===== src/rtl/alu_pkg.sv =====
// rtl/alu_pkg.sv - ALU command encodings, wait-FSM states and operand-need helpers (ALU_MUL_EN)
package alu_pkg;

  localparam int DEFAULT_WIDTH   = 8;
  localparam int DEFAULT_TIMEOUT = 16;

  typedef enum logic [3:0] {
    A_ADD, A_SUB, A_ADD_CIN, A_SUB_CIN,
    A_INC_A, A_DEC_A, A_INC_B, A_DEC_B,
    A_CMP, A_MUL_INC, A_MUL_SHL
  } arith_cmd_e;

  typedef enum logic [3:0] {
    L_AND, L_NAND, L_OR, L_NOR, L_XOR, L_XNOR,
    L_NOT_A, L_NOT_B,
    L_SHR1_A, L_SHL1_A, L_SHR1_B, L_SHL1_B,
    L_ROL, L_ROR
  } logic_cmd_e;

  typedef enum logic [1:0] {IDLE, WAIT_A, WAIT_B} op_state_e;

  // Invalid commands need neither operand; callers treat that as an error.
  function automatic logic needs_a(input logic mode, input logic [3:0] cmd);
    logic r;
    r = 1'b0;
    if (mode) begin
      case (cmd)
        A_ADD, A_SUB, A_ADD_CIN, A_SUB_CIN, A_INC_A, A_DEC_A, A_CMP: r = 1'b1;
`ifdef ALU_MUL_EN
        A_MUL_INC, A_MUL_SHL: r = 1'b1;
`endif
        default: r = 1'b0;
      endcase
    end else begin
      case (cmd)
        L_AND, L_NAND, L_OR, L_NOR, L_XOR, L_XNOR,
        L_NOT_A, L_SHR1_A, L_SHL1_A, L_ROL, L_ROR: r = 1'b1;
        default: r = 1'b0;
      endcase
    end
    return r;
  endfunction

  function automatic logic needs_b(input logic mode, input logic [3:0] cmd);
    logic r;
    r = 1'b0;
    if (mode) begin
      case (cmd)
        A_ADD, A_SUB, A_ADD_CIN, A_SUB_CIN, A_INC_B, A_DEC_B, A_CMP: r = 1'b1;
`ifdef ALU_MUL_EN
        A_MUL_INC, A_MUL_SHL: r = 1'b1;
`endif
        default: r = 1'b0;
      endcase
    end else begin
      case (cmd)
        L_AND, L_NAND, L_OR, L_NOR, L_XOR, L_XNOR,
        L_NOT_B, L_SHR1_B, L_SHL1_B, L_ROL, L_ROR: r = 1'b1;
        default: r = 1'b0;
      endcase
    end
    return r;
  endfunction

endpackage


===== src/rtl/alu_operand_sync.sv =====
// rtl/alu_operand_sync.sv - assembles operands arriving in separate cycles; wait FSM with timeout
module alu_operand_sync
  import alu_pkg::*;
#(
  parameter int WIDTH   = DEFAULT_WIDTH,
  parameter int TIMEOUT = DEFAULT_TIMEOUT
) (
  input  logic             clk,
  input  logic             rst,
  input  logic             ce,
  input  logic             mode,
  input  logic [3:0]       cmd,
  input  logic [1:0]       inp_valid,
  input  logic [WIDTH-1:0] opa,
  input  logic [WIDTH-1:0] opb,
  input  logic             cin,
  output logic             op_valid,
  output logic             op_reject,
  output logic             op_timeout,
  output logic [WIDTH-1:0] op_a,
  output logic [WIDTH-1:0] op_b,
  output logic [3:0]       op_cmd,
  output logic             op_mode,
  output logic             op_cin
);

  localparam int TW = $clog2(TIMEOUT + 1);

  op_state_e        state, state_nxt;
  logic [TW-1:0]    timer, timer_nxt;
  logic [WIDTH-1:0] lat_a, lat_b;
  logic [3:0]       lat_cmd;
  logic             lat_mode, lat_cin;
  logic             ld_a, ld_b, ld_ctl;
  logic             na, nb;

  assign na = needs_a(mode, cmd);
  assign nb = needs_b(mode, cmd);

  always_ff @(posedge clk) begin
    if (rst) begin
      state    <= IDLE;
      timer    <= '0;
      lat_a    <= '0;
      lat_b    <= '0;
      lat_cmd  <= '0;
      lat_mode <= 1'b0;
      lat_cin  <= 1'b0;
    end else if (ce) begin
      state <= state_nxt;
      timer <= timer_nxt;
      if (ld_a) lat_a <= opa;
      if (ld_b) lat_b <= opb;
      if (ld_ctl) begin
        lat_cmd  <= cmd;
        lat_mode <= mode;
        lat_cin  <= cin;
      end
    end
  end

  always_comb begin
    state_nxt  = state;
    timer_nxt  = timer;
    op_valid   = 1'b0;
    op_reject  = 1'b0;
    op_timeout = 1'b0;
    ld_a       = 1'b0;
    ld_b       = 1'b0;
    ld_ctl     = 1'b0;
    op_a       = opa;
    op_b       = opb;
    op_cmd     = cmd;
    op_mode    = mode;
    op_cin     = cin;
    if (state != IDLE) begin
      op_cmd  = lat_cmd;
      op_mode = lat_mode;
      op_cin  = lat_cin;
    end
    if (state == WAIT_B) op_a = lat_a;
    if (state == WAIT_A) op_b = lat_b;
    if (ce) begin
      case (state)
        IDLE: begin
          timer_nxt = '0;
          if (inp_valid == 2'b00) begin
            op_reject = 1'b1;
          end else if (na && nb) begin
            if (inp_valid == 2'b11) begin
              op_valid = 1'b1;
            end else if (inp_valid == 2'b01) begin
              ld_a      = 1'b1;
              ld_ctl    = 1'b1;
              state_nxt = WAIT_B;
            end else begin
              ld_b      = 1'b1;
              ld_ctl    = 1'b1;
              state_nxt = WAIT_A;
            end
          end else if ((na && inp_valid[0]) || (nb && inp_valid[1])) begin
            op_valid = 1'b1;
          end else begin
            op_reject = 1'b1;
          end
        end
        WAIT_A, WAIT_B: begin
          // Arrival is checked before the timer so the last waiting cycle still counts.
          if ((state == WAIT_B) ? inp_valid[1] : inp_valid[0]) begin
            op_valid  = 1'b1;
            state_nxt = IDLE;
            timer_nxt = '0;
          end else if (timer == TW'(TIMEOUT - 1)) begin
            op_timeout = 1'b1;
            state_nxt  = IDLE;
            timer_nxt  = '0;
          end else begin
            timer_nxt = timer + 1'b1;
          end
        end
        default: state_nxt = IDLE;
      endcase
    end
  end

endmodule


===== src/rtl/alu_core.sv =====
// rtl/alu_core.sv - registered ALU responder; ALU_MUL_EN builds the 2-stage multiply pipeline
module alu_core
  import alu_pkg::*;
#(
  parameter int WIDTH   = DEFAULT_WIDTH,
  parameter int TIMEOUT = DEFAULT_TIMEOUT
) (
  input  logic             clk,
  input  logic             rst,
  input  logic             ce,
  input  logic             mode,
  input  logic [3:0]       cmd,
  input  logic [1:0]       inp_valid,
  input  logic [WIDTH-1:0] opa,
  input  logic [WIDTH-1:0] opb,
  input  logic             cin,
  output logic [WIDTH:0]   res,
  output logic             cout,
  output logic             oflow,
  output logic             err,
  output logic             g,
  output logic             l,
  output logic             e
);

  localparam int SH = $clog2(WIDTH);

  logic             op_valid, op_reject, op_timeout, op_mode, op_cin;
  logic [WIDTH-1:0] a, b, lres;
  logic [3:0]       op_cmd;
  logic [WIDTH:0]   ax, bx, cx, one, c_res;
  logic [2*WIDTH-1:0] rot;
  logic [SH-1:0]    amt;
  logic             c_cout, c_oflow, c_err, c_g, c_l, c_e, c_mul;

  alu_operand_sync #(.WIDTH(WIDTH), .TIMEOUT(TIMEOUT)) u_sync (
    .clk(clk), .rst(rst), .ce(ce), .mode(mode), .cmd(cmd), .inp_valid(inp_valid),
    .opa(opa), .opb(opb), .cin(cin),
    .op_valid(op_valid), .op_reject(op_reject), .op_timeout(op_timeout),
    .op_a(a), .op_b(b), .op_cmd(op_cmd), .op_mode(op_mode), .op_cin(op_cin)
  );

  assign ax  = {1'b0, a};
  assign bx  = {1'b0, b};
  assign cx  = {{WIDTH{1'b0}}, op_cin};
  assign one = {{WIDTH{1'b0}}, 1'b1};
  assign amt = b[SH-1:0];

  always_comb begin
    c_res = '0; c_cout = 1'b0; c_oflow = 1'b0; c_err = 1'b0;
    c_g = 1'b0; c_l = 1'b0; c_e = 1'b0; c_mul = 1'b0;
    lres = '0; rot = '0;
    if (op_mode) begin
      case (op_cmd)
        A_ADD:     c_res = ax + bx;
        A_SUB:     begin c_res = ax - bx; c_oflow = ax < bx; end
        A_ADD_CIN: c_res = ax + bx + cx;
        A_SUB_CIN: begin c_res = ax - bx - cx; c_oflow = ax < (bx + cx); end
        A_INC_A:   c_res = ax + one;
        A_DEC_A:   c_res = ax - one;
        A_INC_B:   c_res = bx + one;
        A_DEC_B:   c_res = bx - one;
        A_CMP:     begin c_g = a > b; c_l = a < b; c_e = a == b; end
`ifdef ALU_MUL_EN
        A_MUL_INC, A_MUL_SHL: c_mul = 1'b1;
`endif
        default:   c_err = 1'b1;
      endcase
      c_cout = ((op_cmd == A_ADD) || (op_cmd == A_ADD_CIN)) && c_res[WIDTH];
    end else begin
      case (op_cmd)
        L_AND:    lres = a & b;
        L_NAND:   lres = ~(a & b);
        L_OR:     lres = a | b;
        L_NOR:    lres = ~(a | b);
        L_XOR:    lres = a ^ b;
        L_XNOR:   lres = ~(a ^ b);
        L_NOT_A:  lres = ~a;
        L_NOT_B:  lres = ~b;
        L_SHR1_A: lres = a >> 1;
        L_SHL1_A: lres = a << 1;
        L_SHR1_B: lres = b >> 1;
        L_SHL1_B: lres = b << 1;
        // Rotate through a doubled copy; out-of-range amount still drives the result.
        L_ROL:    begin rot = {a, a} << amt; lres = rot[2*WIDTH-1:WIDTH]; c_err = |(b >> SH); end
        L_ROR:    begin rot = {a, a} >> amt; lres = rot[WIDTH-1:0];       c_err = |(b >> SH); end
        default:  c_err = 1'b1;
      endcase
      c_res = {1'b0, lres};
    end
  end

`ifdef ALU_MUL_EN
  logic           mul_vld;
  logic [WIDTH:0] m_a, m_b, prod;
  assign prod = m_a * m_b;
`endif

  always_ff @(posedge clk) begin
    if (rst) begin
      res <= '0; cout <= 1'b0; oflow <= 1'b0; err <= 1'b0;
      g <= 1'b0; l <= 1'b0; e <= 1'b0;
`ifdef ALU_MUL_EN
      mul_vld <= 1'b0; m_a <= '0; m_b <= '0;
`endif
    end else if (ce) begin
`ifdef ALU_MUL_EN
      mul_vld <= op_valid && c_mul;
      if (op_valid && c_mul) begin
        m_a <= (op_cmd == A_MUL_INC) ? ax + one : {a, 1'b0};
        m_b <= (op_cmd == A_MUL_INC) ? bx + one : bx;
      end
      if (mul_vld) begin
        res <= prod; cout <= 1'b0; oflow <= 1'b0; err <= 1'b0;
        g <= 1'b0; l <= 1'b0; e <= 1'b0;
      end
`endif
      // A result issued this cycle overrides a multiply completing on the same edge.
      if (op_reject || op_timeout) begin
        res <= '0; cout <= 1'b0; oflow <= 1'b0; err <= 1'b1;
        g <= 1'b0; l <= 1'b0; e <= 1'b0;
      end else if (op_valid && !c_mul) begin
        res <= c_res; cout <= c_cout; oflow <= c_oflow; err <= c_err;
        g <= c_g; l <= c_l; e <= c_e;
      end
    end
  end

endmodule

===== config.mk =====
export PLATFORM = sky130hd
export DESIGN_NAME = alu_core
export DESIGN_NICKNAME = d
export VERILOG_FILES = /design/src/rtl/alu_pkg.sv /design/src/rtl/alu_operand_sync.sv /design/src/rtl/alu_core.sv
export SDC_FILE = /design/constraint.sdc
export NUM_CORES = 1
export LEC_CHECK = 0
export CAP_MARGIN = 20
export CORE_MARGIN = 4
export CORE_UTILIZATION = 60
export CTS_CLUSTER_DIAMETER = 200
export DETAILED_ROUTE_END_ITERATION = 10
export HOLD_SLACK_MARGIN = 0.05
export PLACE_DENSITY = 0.91
export SLEW_MARGIN = 20
export SYNTH_ARGS = -nofsm -noshare
export SYNTH_HDL_FRONTEND = slang
export SYNTH_HIERARCHICAL = 1
export SYNTH_SLANG_ARGS = --single-unit

===== constraint.sdc =====
create_clock -name clk -period 7.7 [get_ports clk]
set_input_delay 0.77 -clock clk [delete_from_list [all_inputs] [get_ports clk]]
set_output_delay 0.77 -clock clk [all_outputs]
set_load 0.1 [all_outputs]

==> out/metrics.csv <==
stage,metric,value,unit
run_status,status,"finished, final reports clean",
global_route,grt_overflow_total,0,
layout,layout_common_cells,"96 x nor2_1, 64 x ha_1, 58 x nand2_1",
critical_path,crit-reg2reg-launch,u_sync/state[0]$_SDFFE_PP0P_,
drt,wl_per_cell,20.9,um
synthesis,yosysTopAreaCellShare,0.135,
die,die_x,112,um
synthesis,synth_seq_cells,44,
clock_tree,cts-root-buf,clkbuf_8,
synthesis,synth_top_cell_by_area,dfxtp_1,
synthesis,ys_types,101,
drt,first_iter_violations,998,
synthesis,synth_area_leaders,"dfxtp_1 14%, ha_1 12%, mux2i_1 7.5%, nor2_1 5.5%, mux2_2 5.0%",
die,core_area,0.0105,mm2
critical_path,cp-startpoint,cmd[2],
synthesis,syn-num-nets,920,
timing,tns,0,ps
timing,setup_viol,0,
drt,ant_nets,0,
timing,clock.fmax,206,MHz
drt,via_per_inst,6.89,
critical_path,regToRegSetupSlack,3040,ps
layout,final_common_cell,nor2_1,
layout,n_antenna_cell,0,
critical_path,critPathCapture,res[7]$_SDFFE_PP0P_,
synthesis,synth_edf_count,0,
synthesis,ys_warn_count,6,
flow_run,maxCapViolCount,0,
timing,period_share,0.630,
global_route,grt_pass1_vias,6058,
synthesis,synthesis.instances,825,
layout,areaGrowthSynthToFinish,7.22,%
critical_path,rr_worst_depth,15,
die,die_height,112,um
drt,dr.pass1.iters,7,
global_route,grtUsageTotal,0.312,
timing,rsz0062_at_grt,no,
synthesis,ys_async_sr_fraction,0,
die,io_pins,42,
global_route,use_met2,0.478,
placement,dp_hpwl,14800,um
drt,drt_wl_total,20100,um
placement,gp_congestion,1.03,
critical_path,arrival,5070,ps
placement,place_worst_setup_slack,2650,ps
layout,post_route_cells_drive_above_1_share,0.107,
timing,period_minus_slack,4850,ps
timing,hold_viol,0,
layout,nets,919,
critical_path,worstSetupPathType,input pin to flip-flop,
drt,routed-via-count,6621,
global_route,grt_max_degree,63,
clock_tree,cts-resized-gates,0,
hold_path,hp-class,flip-flop to flip-flop,
clock_tree,clkSinkCount,44,
power,p_per_area,143,mW/mm2
critical_path,r2r_end,res[6]$_SDFFE_PP0P_,
global_route,grtUsageMet3,0.0480,
clock_tree,clk_pin_slew,110,ps
global_route,gr-usage-met1,0.433,
timing,drv_slew,0,
power,p_leak,0.00282,uW
layout,seq_area,881,um2
clock_tree,cts_tree,yes,
synthesis,syn_area,0.00650,mm2
timing,worst_slack,2850,ps
global_route,grt_busiest_layer,met2,
timing,tightest_slew,983,ps
die,placement_rows,37,
clock_tree,h-tree-depth,2,
timing,skew,15.4,ps
placement,port_buffers,41,
clock_tree,numCtsBuffers,5,
critical_path,start_kind,input pin,
global_route,grt_pass1_wl,32200,um
clock_tree,postCtsSetupBuffers,0,
die,dieArea,0.0126,mm2
clock_tree,clk_latency,320,ps
layout,multi_input_area,0.00523,mm2
critical_path,crit_required,7920,ps
clock_tree,hold_buffers,0,
power,vdd_drop_max,0.0000756,V
die,start_util,0.622,
critical_path,crit_fanout,27,
synthesis,syn_avg_cell_area,7.88,um2
synthesis,yosysSeqAreaShare,0.135,
global_route,antenna_found_initial,0,
clock_tree,clockBufferDepth,2,
timing,relSlewSlack,0.343,
layout,nFillCells,873,
drt,drc,0,
critical_path,worst_setup_path_end_kind,flip-flop,
synthesis,synth_flop_cell,dfxtp_1,
[final cells by class]
| class | count | share of cell area |
|---|---|---|
| inverter | 36 | 0.0194 |
| clock inverter | 3 | 0.00664 |
| tap | 136 | 0.0244 |
| sequential | 44 | 0.126 |
| clock buffer | 5 | 0.00987 |
| timing repair buffer | 45 | 0.0632 |
| multi-input combinational | 692 | 0.750 |
[registers in the layout, summed over array words and instances (netlist names)]
name and flops:
u_sync/lat_b 8, u_sync/state 2, g 1, u_sync/lat_a 8, u_sync/lat_cin 1, cout 1
l 1, err 1, res 9, u_sync/lat_cmd 4, u_sync/timer 5, oflow 1
u_sync/lat_mode 1, e 1
[worst max-delay path: stages]
cell and delay [ps]:
clkdlybuf4s50_1 750, mux2_2 630, nand2b_1 360, nor2_1 630, ha_1 350, a21o_1 170, a21oi_1 190, o21ai_0 160
o41ai_1 360, xnor2_1 140, nand2_1 90, o2111ai_1 120, a221o_1 340
[where the power goes]
part / switching (uW) / internal, uW / total, uW
Combinational: 353 / 212 / 565
Sequential: 3.54 / 233 / 237
Clock: 99.5 / 98.1 / 198
[cells by family (layout without fill, tap and decap cells)]
group | Yosys count | in the layout | synth area share
and+or+nand+nor | 290 | 290 | 0.228
AOI/OAI and AO/OA | 206 | 206 | 0.232
buffers and inverters | 89 | 89 | 0.0602
muxes | 85 | 85 | 0.149
adders and majority gates | 68 | 68 | 0.135
DFF | 44 | 44 | 0.135
xor gates and xnor gates | 43 | 43 | 0.0602
[per-layer routing]
layer  vias to the layer above  part of all wire
met5                         -                 0
li1                       3030                 -
met4                         0             0.038
met2                       472              0.43
met1                      3047              0.41
met3                        72              0.12
[through the flow]
step / power, uW / std cells / instance area (um2) / utilization / hold WS, ps
after floorplan: 663 / 825 / 6500 / - / 453
after detailed placement: 785 / 953 / 6860 / 0.655 / 444
after global placement: 780 / 953 / 6860 / 0.655 / 439
final: 1000 / 961 / 6970 / 0.666 / 458
after CTS: 977 / 961 / 6970 / 0.666 / 457
after global routing: 1050 / 961 / 6970 / 0.666 / 492
[how the worst min path moves through the flow]
stage	startpoint	cells past startpoint	to
after global placement	res[0]$_SDFFE_PP0P_	2	res[0]$_SDFFE_PP0P_
after detailed placement	res[0]$_SDFFE_PP0P_	2	res[0]$_SDFFE_PP0P_
after global routing	g$_SDFFE_PP0P_	2	g$_SDFFE_PP0P_
final	res[0]$_SDFFE_PP0P_	2	res[0]$_SDFFE_PP0P_
after floorplan	u_sync/timer[2]$_SDFFE_PP0P_	2	u_sync/timer[2]$_SDFFE_PP0P_
after CTS	res[0]$_SDFFE_PP0P_	2	res[0]$_SDFFE_PP0P_
[synth_stat cells, drive strengths merged, types with 7 or more instances]
| cell | count |
|---|---|
| nor2 | 97 |
| ha | 64 |
| nand2 | 58 |
| mux2i | 50 |
| dfxtp | 44 |
| a21oi | 43 |
| o21ai | 37 |
| inv | 36 |
| xnor2 | 30 |
| mux2 | 29 |
| buf | 27 |
| nor3 | 27 |
| clkbuf | 26 |
| nand3 | 22 |
| nand2b | 19 |
| a211oi | 16 |
| nor2b | 16 |
| xor2 | 13 |
| o22ai | 11 |
| a31oi | 8 |
| and3 | 8 |
| o221ai | 8 |
| a22oi | 7 |
| and2 | 7 |
Power figures use the tool's default switching activity.
